==> config.mk <==
export PLATFORM = sky130hd
export DESIGN_NAME = moxie_wb_ifetch
export DESIGN_NICKNAME = d
export VERILOG_FILES = /design/src/rtl/moxie_ifetch_pkg.sv /design/src/rtl/moxie_ifetch_fifo.sv /design/src/rtl/moxie_wb_ifetch.sv
export SDC_FILE = /design/constraint.sdc
export NUM_CORES = 1
export LEC_CHECK = 0
export CAP_MARGIN = 20
export CORE_MARGIN = 2
export CORE_UTILIZATION = 40
export DETAILED_ROUTE_END_ITERATION = 7
export GPL_TIMING_DRIVEN = 0
export PLACE_DENSITY_LB_ADDON = 0.1
export SLEW_MARGIN = 20
export SYNTH_ARGS = -nofsm -noshare
export SYNTH_HDL_FRONTEND = slang
export SYNTH_SLANG_ARGS = --single-unit
==> constraint.sdc <==
create_clock -name clk_i -period 3.37 [get_ports clk_i]
set_input_delay 0.674 -clock clk_i [delete_from_list [all_inputs] [get_ports clk_i]]
set_output_delay 0.674 -clock clk_i [all_outputs]
set_load 0.05 [all_outputs]
==> src/rtl/moxie_ifetch_pkg.sv <==
// Shared constants and types for the Moxie Wishbone instruction-fetch unit.
package moxie_ifetch_pkg;

   localparam int              DEF_ADDR_WIDTH     = 32;
   localparam int              DEF_DATA_WIDTH     = 32;
   localparam int              DEF_DEPTH          = 4;
   localparam logic [31:0]     DEF_RESET_PC       = 32'h0000_1000;
   localparam int              DEF_BYTES_PER_WORD = DEF_DATA_WIDTH / 8;

   typedef enum logic [1:0] {
      ST_IDLE = 2'd0,
      ST_REQ  = 2'd1,
      ST_HALT = 2'd2
   } fetch_state_t;

   typedef struct packed {
      logic [DEF_DATA_WIDTH-1:0] word;
      logic [DEF_ADDR_WIDTH-1:0] pc;
      logic                      err;
   } ifetch_entry_t;

endpackage

==> src/rtl/moxie_ifetch_fifo.sv <==
// Prefetch buffer: DEPTH-entry FIFO with wrap-bit pointers; flush beats push/pop.
module moxie_ifetch_fifo
   import moxie_ifetch_pkg::*;
#(
   parameter int  DEPTH   = DEF_DEPTH,
   parameter type entry_t = ifetch_entry_t
) (
   input  logic                   clk_i,
   input  logic                   rst_n_i,
   input  logic                   push_i,
   input  entry_t                 entry_i,
   input  logic                   pop_i,
   input  logic                   flush_i,
   output entry_t                 head_o,
   output logic [$clog2(DEPTH):0] count_o
);

   localparam int PW = $clog2(DEPTH);

   logic [PW:0] r_wr_ptr;
   logic [PW:0] r_rd_ptr;
   entry_t      r_mem [DEPTH];

   always_ff @(posedge clk_i or negedge rst_n_i) begin
      if (!rst_n_i) begin
         r_wr_ptr <= '0;
         r_rd_ptr <= '0;
      end else if (flush_i) begin
         r_wr_ptr <= '0;
         r_rd_ptr <= '0;
      end else begin
         if (push_i) r_wr_ptr <= r_wr_ptr + 1'b1;
         if (pop_i)  r_rd_ptr <= r_rd_ptr + 1'b1;
      end
   end

   always_ff @(posedge clk_i) begin
      if (push_i && !flush_i) r_mem[r_wr_ptr[PW-1:0]] <= entry_i;
   end

   assign head_o  = r_mem[r_rd_ptr[PW-1:0]];
   assign count_o = r_wr_ptr - r_rd_ptr;

endmodule

==> src/rtl/moxie_wb_ifetch.sv <==
// Wishbone classic instruction-fetch master feeding a prefetch buffer, with
// branch redirect/flush, in-flight squash and in-band bus error reporting.
module moxie_wb_ifetch
   import moxie_ifetch_pkg::*;
#(
   parameter int                    ADDR_WIDTH = DEF_ADDR_WIDTH,
   parameter int                    DATA_WIDTH = DEF_DATA_WIDTH,
   parameter int                    DEPTH      = DEF_DEPTH,
   parameter logic [ADDR_WIDTH-1:0] RESET_PC   = ADDR_WIDTH'(DEF_RESET_PC)
) (
   input  logic                      clk_i,
   input  logic                      rst_n_i,
   output logic [ADDR_WIDTH-1:0]     wb_adr_o,
   input  logic [DATA_WIDTH-1:0]     wb_dat_i,
   output logic [DATA_WIDTH/8-1:0]   wb_sel_o,
   output logic                      wb_cyc_o,
   output logic                      wb_stb_o,
   output logic                      wb_we_o,
   input  logic                      wb_ack_i,
   input  logic                      wb_err_i,
   input  logic                      branch_flag_i,
   input  logic [ADDR_WIDTH-1:0]     branch_target_i,
   output logic                      valid_o,
   input  logic                      ready_i,
   output logic [DATA_WIDTH-1:0]     word_o,
   output logic [ADDR_WIDTH-1:0]     pc_o,
   output logic                      err_o,
   output logic [$clog2(DEPTH):0]    level_o,
   output fetch_state_t              dbg_state_o
);

   localparam int                    BPW        = DATA_WIDTH / 8;
   localparam int                    CW         = $clog2(DEPTH) + 1;
   localparam logic [ADDR_WIDTH-1:0] ALIGN_MASK = ~ADDR_WIDTH'(BPW - 1);

   typedef struct packed {
      logic [DATA_WIDTH-1:0] word;
      logic [ADDR_WIDTH-1:0] pc;
      logic                  err;
   } entry_t;

   fetch_state_t          r_state;
   logic [ADDR_WIDTH-1:0] r_wb_adr;
   logic [ADDR_WIDTH-1:0] r_fetch_adr;
   logic [ADDR_WIDTH-1:0] r_first_pc;
   logic                  r_first;
   logic                  r_squash;

   logic                  w_retire;
   logic                  w_push;
   logic                  w_pop;
   logic                  w_issue;
   logic [CW-1:0]         w_count;
   entry_t                w_push_entry;
   entry_t                w_head;

   // Handshake: an entry leaves the buffer on a clock edge where valid_o and
   // ready_i are both high; head fields hold steady while ready_i is low.
   assign w_retire = (r_state == ST_REQ) && (wb_ack_i || wb_err_i);
   assign w_push   = w_retire && !r_squash && !branch_flag_i;
   assign w_pop    = valid_o && ready_i;
   // Only one access can be outstanding, and it is only issued from IDLE, so
   // the credit check reduces to the current (un-popped) occupancy.
   assign w_issue  = (r_state == ST_IDLE) && !branch_flag_i && (w_count < CW'(DEPTH));

   assign w_push_entry.word = wb_err_i ? '0 : wb_dat_i;
   assign w_push_entry.pc   = r_first ? r_first_pc : r_fetch_adr;
   assign w_push_entry.err  = wb_err_i;

   always_ff @(posedge clk_i or negedge rst_n_i) begin
      if (!rst_n_i) begin
         r_state     <= ST_IDLE;
         r_wb_adr    <= RESET_PC & ALIGN_MASK;
         r_fetch_adr <= RESET_PC & ALIGN_MASK;
         r_first_pc  <= '0;
         r_first     <= 1'b0;
         r_squash    <= 1'b0;
      end else begin
         case (r_state)
            ST_IDLE: begin
               if (w_issue) begin
                  r_state  <= ST_REQ;
                  r_wb_adr <= r_fetch_adr;
               end
            end
            ST_REQ: begin
               if (wb_ack_i || wb_err_i) begin
                  r_squash <= 1'b0;
                  r_state  <= (wb_err_i && !r_squash && !branch_flag_i) ? ST_HALT : ST_IDLE;
               end else if (branch_flag_i) begin
                  r_squash <= 1'b1;
               end
            end
            ST_HALT: r_state <= ST_HALT;
            default: r_state <= ST_IDLE;
         endcase

         if (w_push) begin
            if (!wb_err_i) r_fetch_adr <= r_fetch_adr + ADDR_WIDTH'(BPW);
            r_first <= 1'b0;
         end

         // A redirect never coincides with a push, so these writes cannot clash.
         if (branch_flag_i) begin
            r_fetch_adr <= branch_target_i & ALIGN_MASK;
            r_first_pc  <= branch_target_i;
            r_first     <= 1'b1;
            if (r_state == ST_HALT) r_state <= ST_IDLE;
         end
      end
   end

   moxie_ifetch_fifo #(
      .DEPTH   (DEPTH),
      .entry_t (entry_t)
   ) u_fifo (
      .clk_i   (clk_i),
      .rst_n_i (rst_n_i),
      .push_i  (w_push),
      .entry_i (w_push_entry),
      .pop_i   (w_pop),
      .flush_i (branch_flag_i),
      .head_o  (w_head),
      .count_o (w_count)
   );

   assign wb_adr_o    = r_wb_adr;
   assign wb_cyc_o    = (r_state == ST_REQ);
   assign wb_stb_o    = (r_state == ST_REQ);
   assign wb_sel_o    = '1;
   assign wb_we_o     = 1'b0;
   assign valid_o     = (w_count != '0);
   assign word_o      = valid_o ? w_head.word : '0;
   assign pc_o        = valid_o ? w_head.pc   : '0;
   assign err_o       = valid_o ? w_head.err  : 1'b0;
   assign level_o     = w_count;
   assign dbg_state_o = r_state;

endmodule
# Yosys cells after proc, flatten, opt, wreduce, memory -nomap -nowiden
# Memories as Yosys holds them, arrays and structs flattened.
# Index checks and enable logic that the tools add are counted.
dict set report op_classes {
  reduce_logical 20
  n_eq_ne 3
  n_mux 24
  addsub 4
  order_cmp 1
}
# operator n
set ops {}
lappend ops {{$mux 32} 7}
lappend ops {{$add 32x3->32 const B} 1}
lappend ops {{$mux 3} 4}
lappend ops {{$mux 2} 5}
lappend ops {{$logic_and 1x1->1} 9}
lappend ops {{$mux 1} 7}
lappend ops {{$add 3x1->3 const B} 2}
lappend ops {{$pmux 2 s3} 1}
lappend ops {{$reduce_and 2->1} 3}
lappend ops {{$reduce_bool 2->1} 3}
lappend ops {{$lt 3x3->1 const B} 1}
lappend ops {{$reduce_bool 3->1} 1}
lappend ops {{$sub 3x3->3} 1}
lappend ops {{$eq 2x1->1 const B} 1}
lappend ops {{$eq 2x2->1 const B} 1}
lappend ops {{$logic_not 1->1} 2}
lappend ops {{$logic_not 2->1} 1}
lappend ops {{$ne 2x1->1 const B} 1}
lappend ops {{$logic_or 1x1->1} 1}
dict set report word_totals {
  mem_bits_rw 260
  wordCells 61
  regBits 106
  output_inout_bits 110
  memories 1
  in_bits 70
}
# memory depth word_bits rd rd_clocked_by_memory_dff write_ports line_no
set memory_table {}
lappend memory_table {u_fifo.r_mem 4 65 1 0 1 moxie_ifetch_fifo.sv:22} ;# entry_t r_mem [DEPTH];

# Longest topological paths before layout
# Gate-level depths: netlist of the first run.
dict set report logic_depth {
  word_depth 8
  mapped_depth 9
  depth_no_buf 8
}

# Hierarchy
# Synthesis of the first run repeated with hierarchy kept, for this count alone.
dict set report unflattened {
  cells_unflattened 927
  area_unflattened_um2 15212.1
}
# mod instances area_per_inst_um2 cells_each
set by_module_without_submodules {}
lappend by_module_without_submodules {moxie_ifetch_fifo 1 9781.9 377}
lappend by_module_without_submodules {moxie_wb_ifetch 1 5430.2 550}

# Worst setup path after synthesis of the first run
# Ideal clock, no wire load.
dict set report synth_timing {
  path_kind {reg-to-output}
  from {reg u_fifo.r_wr_ptr[0]}
  to {out pc_o[22]}
  path_stages_with_launch 8
  arrival_time_ns 3.055
  t_required_ns 2.696
  setup_slack_ns -0.359
  n_path_buf 1
  cell_sequence {dfrtp_1 > inv_1 > ha_1 > fa_1 > xor3_1 > or3_1 > clkbuf_1 > and2_1}
}
dict set report synth_via {
  elab_chain_cells 3
}
# item line_no
set synth_lines {}
lappend synth_lines {{from (decl)} moxie_ifetch_fifo.sv:20} ;# logic [PW:0] r_wr_ptr;
lappend synth_lines {{from (signal assigned)} moxie_ifetch_fifo.sv:32} ;# if (push_i) r_wr_ptr <= r_wr_ptr + 1'b1;
lappend synth_lines {{$sub 3x3->3} moxie_ifetch_fifo.sv:42} ;# assign count_o = r_wr_ptr - r_rd_ptr;
lappend synth_lines {{named net level_o[2]} moxie_wb_ifetch.sv:28} ;# output logic [$clog2(DEPTH):0] level_o,
lappend synth_lines {{$reduce_bool 3->1} moxie_wb_ifetch.sv:132} ;# assign valid_o = (w_count != '0);
lappend synth_lines {{named net valid_o} moxie_wb_ifetch.sv:23} ;# output logic valid_o,
lappend synth_lines {{$mux 32} moxie_wb_ifetch.sv:134} ;# assign pc_o = valid_o ? w_head.pc : '0;
lappend synth_lines {{to (decl)} moxie_wb_ifetch.sv:26} ;# output logic [ADDR_WIDTH-1:0] pc_o,
# The timed path passes the listed nets, and every way through them passes these cells.

# Worst setup path in the final report of the first run
dict set report layout_timing {
  from {reg u_fifo.r_rd_ptr[0]}
  to {out pc_o[13]}
}
dict set report layout_via {
  elab_chain_cells 3
  elab_cells_between_ends 4
  cone_classes {1 x add/sub; 1 x mux; 1 x reduce/logical; 1 x memory}
}
# item line_no
set layout_lines {}
lappend layout_lines {{from (decl)} moxie_ifetch_fifo.sv:21} ;# logic [PW:0] r_rd_ptr;
lappend layout_lines {{from (signal assigned)} moxie_ifetch_fifo.sv:33} ;# if (pop_i) r_rd_ptr <= r_rd_ptr + 1'b1;
lappend layout_lines {{$sub 3x3->3} moxie_ifetch_fifo.sv:42}
lappend layout_lines {{$reduce_bool 3->1} moxie_wb_ifetch.sv:132}
lappend layout_lines {{$mux 32 *} moxie_wb_ifetch.sv:134}
# Every way passes the cells marked *; elsewhere a longest branch is shown, timed or not.

==> metrics.md, run 1 <==
| Metric | Value |
|---|---|
| Status | `complete, but fails checks` |
| Violated checks | `negative setup slack` |
| Final hold violations | `0` |
| Critical path required time | `2.70 ns` |
| DR vias/cell | `5.09` |
| Complex-gate fraction of the synthesized area | `0.0241` |
| Clock share of power | `0.213` |
| Top FF cell, synth | `edfxtp_1` |
| Pin count of the biggest net entering global routing | `61` |
| Clk buf depth | `3` |
| Detailed-route DRC error count | `0` |
| DIE WIDTH | `197 um` |
| Simple-gate area share of the yosys netlist | `0.0865` |
| Gpl congestion | `0.760` |
| Worst-Skew Late Latency | `0.53 ns` |
| Share of async-settable or async-resettable flops after synthesis | `0.282` |
| Int Pwr | `12000 uW` |
| IO Pins | `180` |
| Area leader, netlist | `edfxtp_1` |
| Net Switching | `8280 uW` |
| Final Max Slew Viols | `0` |
| Sequential cell area | `10400 um2` |
| Synthesized area per cell | `16.3 um2` |
| Hold Path Class | `input port to asynchronous set/reset pin` |
| Seq pwr share | `0.276` |
| Pre-CTS setup slack | `-1.39 ns` |
| GRT met3 Usage | `0.0324` |
| Maxcap violations | `0` |
| Initial DRC Count | `502` |
| Post-Layout Inst Area | `19100 um2` |
| Worst slew pin tran | `0.920 ns` |
| Footprint of the multi-input gates | `4310 um2` |
| WL final | `35.4 mm` |
| Placed Area | `17400 um2` |
| Via count | `8408` |
| Synth Area in Adders | `0.00719` |
| Post-Place Cells | `1567` |
| Crit path DAT | `2.81 ns` |
| Global-route wire length before repair | `53.7 mm` |
| Crit path capture type | `primary output` |
| Clock Root Buffer | `clkbuf_16` |
| Clock-pin slew on the worst setup and hold paths | `0.06 ns` |
| Seq cells post-synth | `362` |
| Critical R2R Capture | `wb_adr_o[5]` |
| Met2 GRT Util | `0.288` |
| Startpoint type of the worst setup path | `register` |
| GR peak layer | `met2` |
| WHS | `0.0628 ns` |
| CTS tree | `yes` |
| Clock period minus worst slack | `3.49 ns` |
| Critical path class | `register to primary output` |
| Yosys warning total | `0` |
| Post-Synth XOR/XNOR Area | `0.0209` |
| Largest cells by area after synthesis | `edfxtp_1 (52%), dfrtp_1 (17%), mux4_2 (9.8%)` |
| Sequential area share after synthesis | `0.692` |
| Largest family of logic cells by synthesized area | `multiplexers` |
| Peak Freq | `0.287 GHz` |
| RSZ-0062 raised after global routing | `true` |
| Layout cell share with drive strength beyond 1 | `0.292` |
| Starting density of the core | `0.408` |
| Worst-path fanout max | `6` |
| DR pass1 iterations | `4` |
| Port bufs | `172` |
| Pleak | `0.00696 uW` |
| R2r setup slk | `0.52 ns` |
| H-tree Lvls | `2` |
| Routed len/inst | `21.4 um` |
| GRT Total Usage | `0.184` |
| Power Dens Cells | `1060 nW/um2` |
| Synth cell types | `48` |
| Fill count | `3100` |
| Comb pwr share | `0.511` |
| Final Cycle Share | `1.03` |
| Mux contribution to synthesized area | `0.141` |
| Final #Nets | `1229` |
| Die H | `197 um` |
| HPWL after detailed placement | `22.7 mm` |
| Inserted Clock Buffers | `40` |
| Antenna violations before repair | `1` |
| GRT Residual Overflow | `0` |
| Top post-synthesis cells by count | `edfxtp_1 (260), dfrtp_1 (100), and2_1 (71)` |
| Post-synth EDFFs | `260` |
| Worst-case vdd ir drop | `902 uV` |
| Vias in the first global route | `8559` |
| Die ar. | `39000 um2` |
| FF-to-FF path depth | `8` |
| Layout area overhead | `27.4%` |
| Non-filler cells in the finished layout | `1652` |
| Yosys top cell area share | `0.522` |
| Slew HR | `0.387` |
| Post-DRT Antenna Nets | `0` |
| GR Util met1 | `0.272` |
| CTS hold repair buffers | `0` |
| Most frequent cell after synthesis | `edfxtp_1` |
| Syn Std Cell Area | `15000 um2` |
| FF-to-FF Start | `u_fifo.r_rd_ptr[0]` |
| Net Sw Frac | `0.409` |
| Sink Count | `362` |
| Final Util | `0.520` |
| Mapped Cells | `917` |
| Endpoints failing setup | `42` |
| Core area | `36700 um2` |
| Worst Slack Setup Final | `-0.117 ns` |
| Rows | `70` |
| Skew final | `0.0225 ns` |
## layer usage
layer / vias to the layer above / part of all wire
met3: 43 / 0.054
li1: 3863 / -
met1: 4282 / 0.46
met5: - / 0
met2: 220 / 0.46
met4: 0 / 0.018
## timing repair
action,CTS,global route
gates cloned,2,1
buffers inserted,6,4
setup endpoints to repair,67,66
pin swaps,1,0
gates resized for setup,481,35
## layout by cell type, fill, tap and decap left out, types with 4 or more instances in the layout
cell type	synthesis	layout
buf_6	1	45
o21ai_0	57	57
buf_2	7	12
xor2_1	8	8
mux2_2	55	55
xnor2_1	25	25
clkbuf_1	31	29
clkdlybuf4s50_1	0	104
a21oi_1	5	5
nand4_1	13	13
clkbuf_4	0	4
inv_1	38	36
and2_4	0	30
o21ai_1	7	7
clkbuf_16	0	44
nor2_1	18	18
nor3_1	11	11
clkinv_2	0	8
clkbuf_8	2	11
nand3_1	8	8
buf_4	9	31
edfxtp_1	260	260
buf_8	0	8
dfrtp_1	100	100
buf_16	0	5
conb_1	2	7
ha_1	7	6
and2_1	71	41
nor2b_1	32	32
nand2_1	50	50
mux4_2	65	65
clkbuf_2	0	5
## power groups by stage
stage / sequential, uW / clock (uW) / combinational, uW
floorplan: 6240 / 0 / 5520
global placement: 5690 / 0 / 9220
detailed placement: 5680 / 0 / 9280
CTS: 5590 / 4430 / 10200
global route: 5640 / 4610 / 10900
finish: 5590 / 4320 / 10400
## registers in the layout (all words and copies together), names as in the netlist
signal,cells
r_first_pc,32
u_fifo.r_rd_ptr,3
u_fifo.r_mem,260
dbg_state_o,2
u_fifo.r_wr_ptr,3
r_fetch_adr,30
r_squash,1
wb_adr_o,30
r_first,1
## metrics by stage
| stage | TNS (ns) | total power [uW] |
|---|---|---|
| finish | -3.61 | 20300 |
| global route | -8.37 | 21100 |
| global placement | -571.67 | 14900 |
| floorplan | 0 | 11800 |
| detailed placement | -93.34 | 15000 |
| CTS | -7.55 | 20300 |
## cell type report
class,count,share of cell area
inverters,38,0.00748
plain buffers,50,0.0177
well taps,468,0.0307
flip-flops and latches,362,0.543
diodes,1,0.000131
clock buffers,59,0.0627
multi-input cells,469,0.226
repair buffers,190,0.104
clock inverters,15,0.00728
## logic make-up after synthesis
| kind of cell | after synthesis |
|---|---|
| AO/OA/AOI/OAI | 71 |
| buffers and inverters | 91 |
| multiplexers | 123 |
| adder cells (fa/ha/maj) | 8 |
| other | 2 |
| AND/OR/NAND/NOR | 226 |
| XOR/XNOR | 34 |
| flip-flops | 362 |
## how the worst max path moves through the flow
stage,from,endpoint,slack (ns),depth (start not counted)
finish,u_fifo.r_rd_ptr[0],pc_o[13],-0.12,8
global placement,rst_n_i,u_fifo.r_rd_ptr[0],-2.67,1
CTS,u_fifo.r_wr_ptr[0],pc_o[10],-0.26,10
global route,u_fifo.r_wr_ptr[0],pc_o[10],-0.19,9
detailed placement,u_fifo.r_wr_ptr[0],pc_o[13],-1.39,9
floorplan,u_fifo.r_wr_ptr[0],pc_o[10],0.02,8
## worst max-delay path: stages, from the launching register on
cell,delay (ns)
dfrtp_1,0.43
ha_4,0.18
fa_2,0.33
xor3_2,0.28
or3_4,0.44
buf_8,0.18
clkbuf_16,0.16
and2_4,0.14
buf_6,0.15
No activity file was read; power rests on OpenSTA's default activity.
==> inputs of run 2 (changes only) <==
--- a/config.mk
+++ b/config.mk
@@ -5,6 +5,8 @@
 export SDC_FILE = /design/constraint.sdc
 export NUM_CORES = 1
 export LEC_CHECK = 0
+export ABC_AREA = 1
+export ABC_CLOCK_PERIOD_IN_PS = 3370
 export CAP_MARGIN = 20
 export CORE_MARGIN = 2
 export CORE_UTILIZATION = 40
==> run 2 against run 1 <==
  * The flow now finishes without violations
  * Power hardly changed
  * Final cell count rose by 44%
  * Fmax increased by 5.6%
  * Largest cell class unchanged
  * Highest routed layer unchanged
  * Combinational power hardly changed
  * Flip-flop and latch count is the same
  * Sequential power increased by 3.8%
  * Largest power group unchanged
==> metrics.md, run 2 <==
| Metric | Value |
|---|---|
| Status | `complete, no violations` |
| Synth cell types | `39 (-19%)` |
| Port bufs | `172 (unchanged)` |
| Worst slew pin tran | `0.936 ns (+0.0158 ns)` |
| Sequential area share after synthesis | `0.652 (-0.0398)` |
| Clock Root Buffer | `clkbuf_16` |
| WHS | `0.106 ns (+0.0434 ns)` |
| Largest cells by area after synthesis | `edfxtp_1 (49%), dfrtp_1 (16%), nand2_1 (8.7%)` |
| Rows | `72 (+2.9%)` |
| Routed len/inst | `19.0 um (-11%)` |
| Global-route wire length before repair | `69.1 mm (+29%)` |
| Seq cells post-synth | `362 (unchanged)` |
| Vias in the first global route | `11958 (+40%)` |
| Worst-path fanout max | `10 (+4)` |
| Yosys top cell area share | `0.492 (-0.0300)` |
| Most frequent cell after synthesis | `nand2_1` |
| Worst-case vdd ir drop | `589 uV (-35%)` |
| DR pass1 iterations | `5 (+1)` |
| Post-DRT Antenna Nets | `0 (unchanged)` |
| Antenna cell count | `0 (-1)` |
| Initial DRC Count | `775 (+54%)` |
| DR vias/cell | `5.01 (-1.6%)` |
| Top post-synthesis cells by count | `nand2_1 (368), nor2_1 (284), edfxtp_1 (260)` |
| HPWL after detailed placement | `31.2 mm (+38%)` |
| Clock-pin slew on the worst setup and hold paths | `0.06 ns (about the same)` |
| Sink Count | `362 (unchanged)` |
| Share of async-settable or async-resettable flops after synthesis | `0.282 (unchanged)` |
| GRT Residual Overflow | `0 (unchanged)` |
| Hold Path Class | `input port to asynchronous set/reset pin` |
| Endpoints failing setup | `0 (-100%)` |
| Die ar. | `41300 um2 (+6.0%)` |
| Syn Std Cell Area | `15900 um2 (+6.1%)` |
| Crit path DAT | `2.63 ns (-0.18 ns)` |
| Yosys warning total | `0 (unchanged)` |
| Largest register FFs | `260 (unchanged)` |
| Antenna violations before repair | `0 (-1)` |
| Slew HR | `0.376 (-0.0106)` |
| Most frequent cells in the layout | `nand2_1 (363), nor2_1 (280), edfxtp_1 (260), inv_1 (156), o21ai_0 (111)` |
| Skew final | `0.0269 ns (+0.00441 ns)` |
| Core area | `38900 um2 (+6.0%)` |
| Worst-Skew Late Latency | `0.53 ns (about the same)` |
| Post-Layout Inst Area | `19900 um2 (+4.6%)` |
| Area leader, netlist | `edfxtp_1` |
| Final hold violations | `0 (unchanged)` |
| Gpl congestion | `0.933 (+23%)` |
| Layout area overhead | `25.5%` |
| Top FF cell, synth | `edfxtp_1` |
| Final Max Slew Viols | `0 (unchanged)` |
| Mapped Cells | `1585 (+73%)` |
| Critical R2R Capture | `u_fifo.r_mem[0][54]` |
| Clk buf depth | `3 (unchanged)` |
| Placed Area | `18600 um2 (+6.7%)` |
| Pre-CTS setup slack | `-0.723 ns (+0.664 ns)` |
| Fin Setup TNS | `0 ns (+3.61 ns)` |
| Peak Freq | `0.303 GHz (+5.6%)` |
| Fill count | `3641 (+17%)` |
| Commonest non-fill, non-tap cell in the layout | `nand2_1` |
| Crit path capture type | `primary output` |
| Via count | `11897 (+41%)` |
| GRT Total Usage | `0.219 (+0.0352)` |
| Final #Nets | `1905 (+55%)` |
| CTS tree | `yes` |
| Final Cycle Share | `0.980 (-0.0545)` |
| Detailed-route DRC error count | `0 (unchanged)` |
| Starting density of the core | `0.408 (about the same)` |
| Layout cell share with drive strength beyond 1 | `0.131 (-0.161)` |
| Startpoint type of the worst setup path | `register` |
| IO Pins | `180 (unchanged)` |
| Critical path class | `register to primary output` |
| Synthesized area per cell | `10.0 um2 (-39%)` |
| Worst Slack Setup Final | `0.0662 ns (+0.184 ns)` |
| FF-to-FF Start | `dbg_state_o[1]` |
| Power Dens Cells | `1020 nW/um2 (-4.4%)` |
| Final Util | `0.512 (-0.00732)` |
| CTS hold repair buffers | `0 (unchanged)` |
| Critical path required time | `2.70 ns (about the same)` |
| Post-synth EDFFs | `260 (unchanged)` |
| H-tree Lvls | `2 (unchanged)` |
| FF-to-FF path depth | `9 (+1)` |
| Maxcap violations | `0 (unchanged)` |
| Die H | `203 um (+2.9%)` |
| Pin count of the biggest net entering global routing | `54 (-11%)` |
| DIE WIDTH | `203 um (+2.9%)` |
| Clock period minus worst slack | `3.30 ns (-0.184 ns)` |
| WL final | `45.1 mm (+27%)` |
| Pleak | `0.00841 uW (+21%)` |
| R2r setup slk | `0.75 ns (+0.23 ns)` |
| Inserted Clock Buffers | `40 (unchanged)` |
-- run 2: changes by cell type after synthesis, moves of 65 or more --
cell,delta
mux4_2,-65
o32ai_1,+65
inv_1,+122
nor2_1,+266
and2_1,-71
nand2_1,+318
-- run 2: power by group --
group	internal, uW	switching (uW)	leakage [uW]	total [uW]
registers	5450	346	0.00361	5800
clock network	2420	1680	0.000604	4100
logic	3040	7340	0.00420	10400
total	10900	9360	0.00841	20300
-- run 2: worst max path at each step --
stage                             from            endpoint  slack (ns)  cells past startpoint
finish              u_fifo.r_wr_ptr[0]          word_o[11]        0.07                     10
global route        u_fifo.r_wr_ptr[0]          word_o[11]       -0.02                     10
CTS                 u_fifo.r_wr_ptr[0]             pc_o[2]       -0.02                      9
detailed placement  u_fifo.r_rd_ptr[0]            pc_o[14]       -0.72                      8
global placement               rst_n_i  u_fifo.r_rd_ptr[0]       -2.59                      1
floorplan               dbg_state_o[1]  u_fifo.r_mem[0][0]       -0.07                      7
-- run 2: cell type report --
class	instances	area (um2)	area share
flip-flops and latches	362	10400	0.520
multi-input cells	973	4570	0.229
repair buffers	195	1990	0.0999
clock buffers	64	1190	0.0599
well taps	518	648	0.0325
inverters	163	614	0.0308
plain buffers	92	507	0.0254
clock inverters	8	46.3	0.00232
-- run 2: kinds of logic (layout without fill, tap and decap cells) --
| family | after synthesis | in the layout | synth area share |
|---|---|---|---|
| AO/OA/AOI/OAI | 255 | 255 | 0.0971 |
| XOR/XNOR | 5 | 5 | 0.00323 |
| adder cells (fa/ha/maj) | 8 | 8 | 0.00677 |
| buffers and inverters | 255 | 522 | 0.0676 |
| flip-flops | 362 | 362 | 0.652 |
| other | 2 | 7 | 0.000473 |
| AND/OR/NAND/NOR | 698 | 698 | 0.172 |
-- run 2: metrics by stage --
stage               cells  power (uW)
floorplan            1590       12400
global placement     2280       16000
detailed placement   2293       16200
CTS                  2371       20000
global route         2375       21300
finish               2375       20300
-- run 2: critical path, stage by stage (launching register included) --
cell and delay [ns]:
dfrtp_1 0.39, inv_2 0.08, ha_4 0.17, fa_2 0.40, xnor2_4 0.21, nand3_4 0.19
buf_12 0.19, clkbuf_8 0.16, nand2_1 0.07, inv_1 0.03, buf_2 0.20
-- run 2: timing repair --
item	in CTS	in global routing
setup buffers	6	4
resized for setup	361	101
pin swaps	2	3
setup endpoints to repair	68	50
-- run 2: routing by layer --
layer | routed length, um | up-vias | global-route usage
li1 | - | 5752 | -
met1 | 19300 | 5732 | 0.290
met2 | 22000 | 334 | 0.375
met3 | 2300 | 79 | 0.0264
met4 | 1450 | 0 | 0.0743
met5 | 0 | - | 0
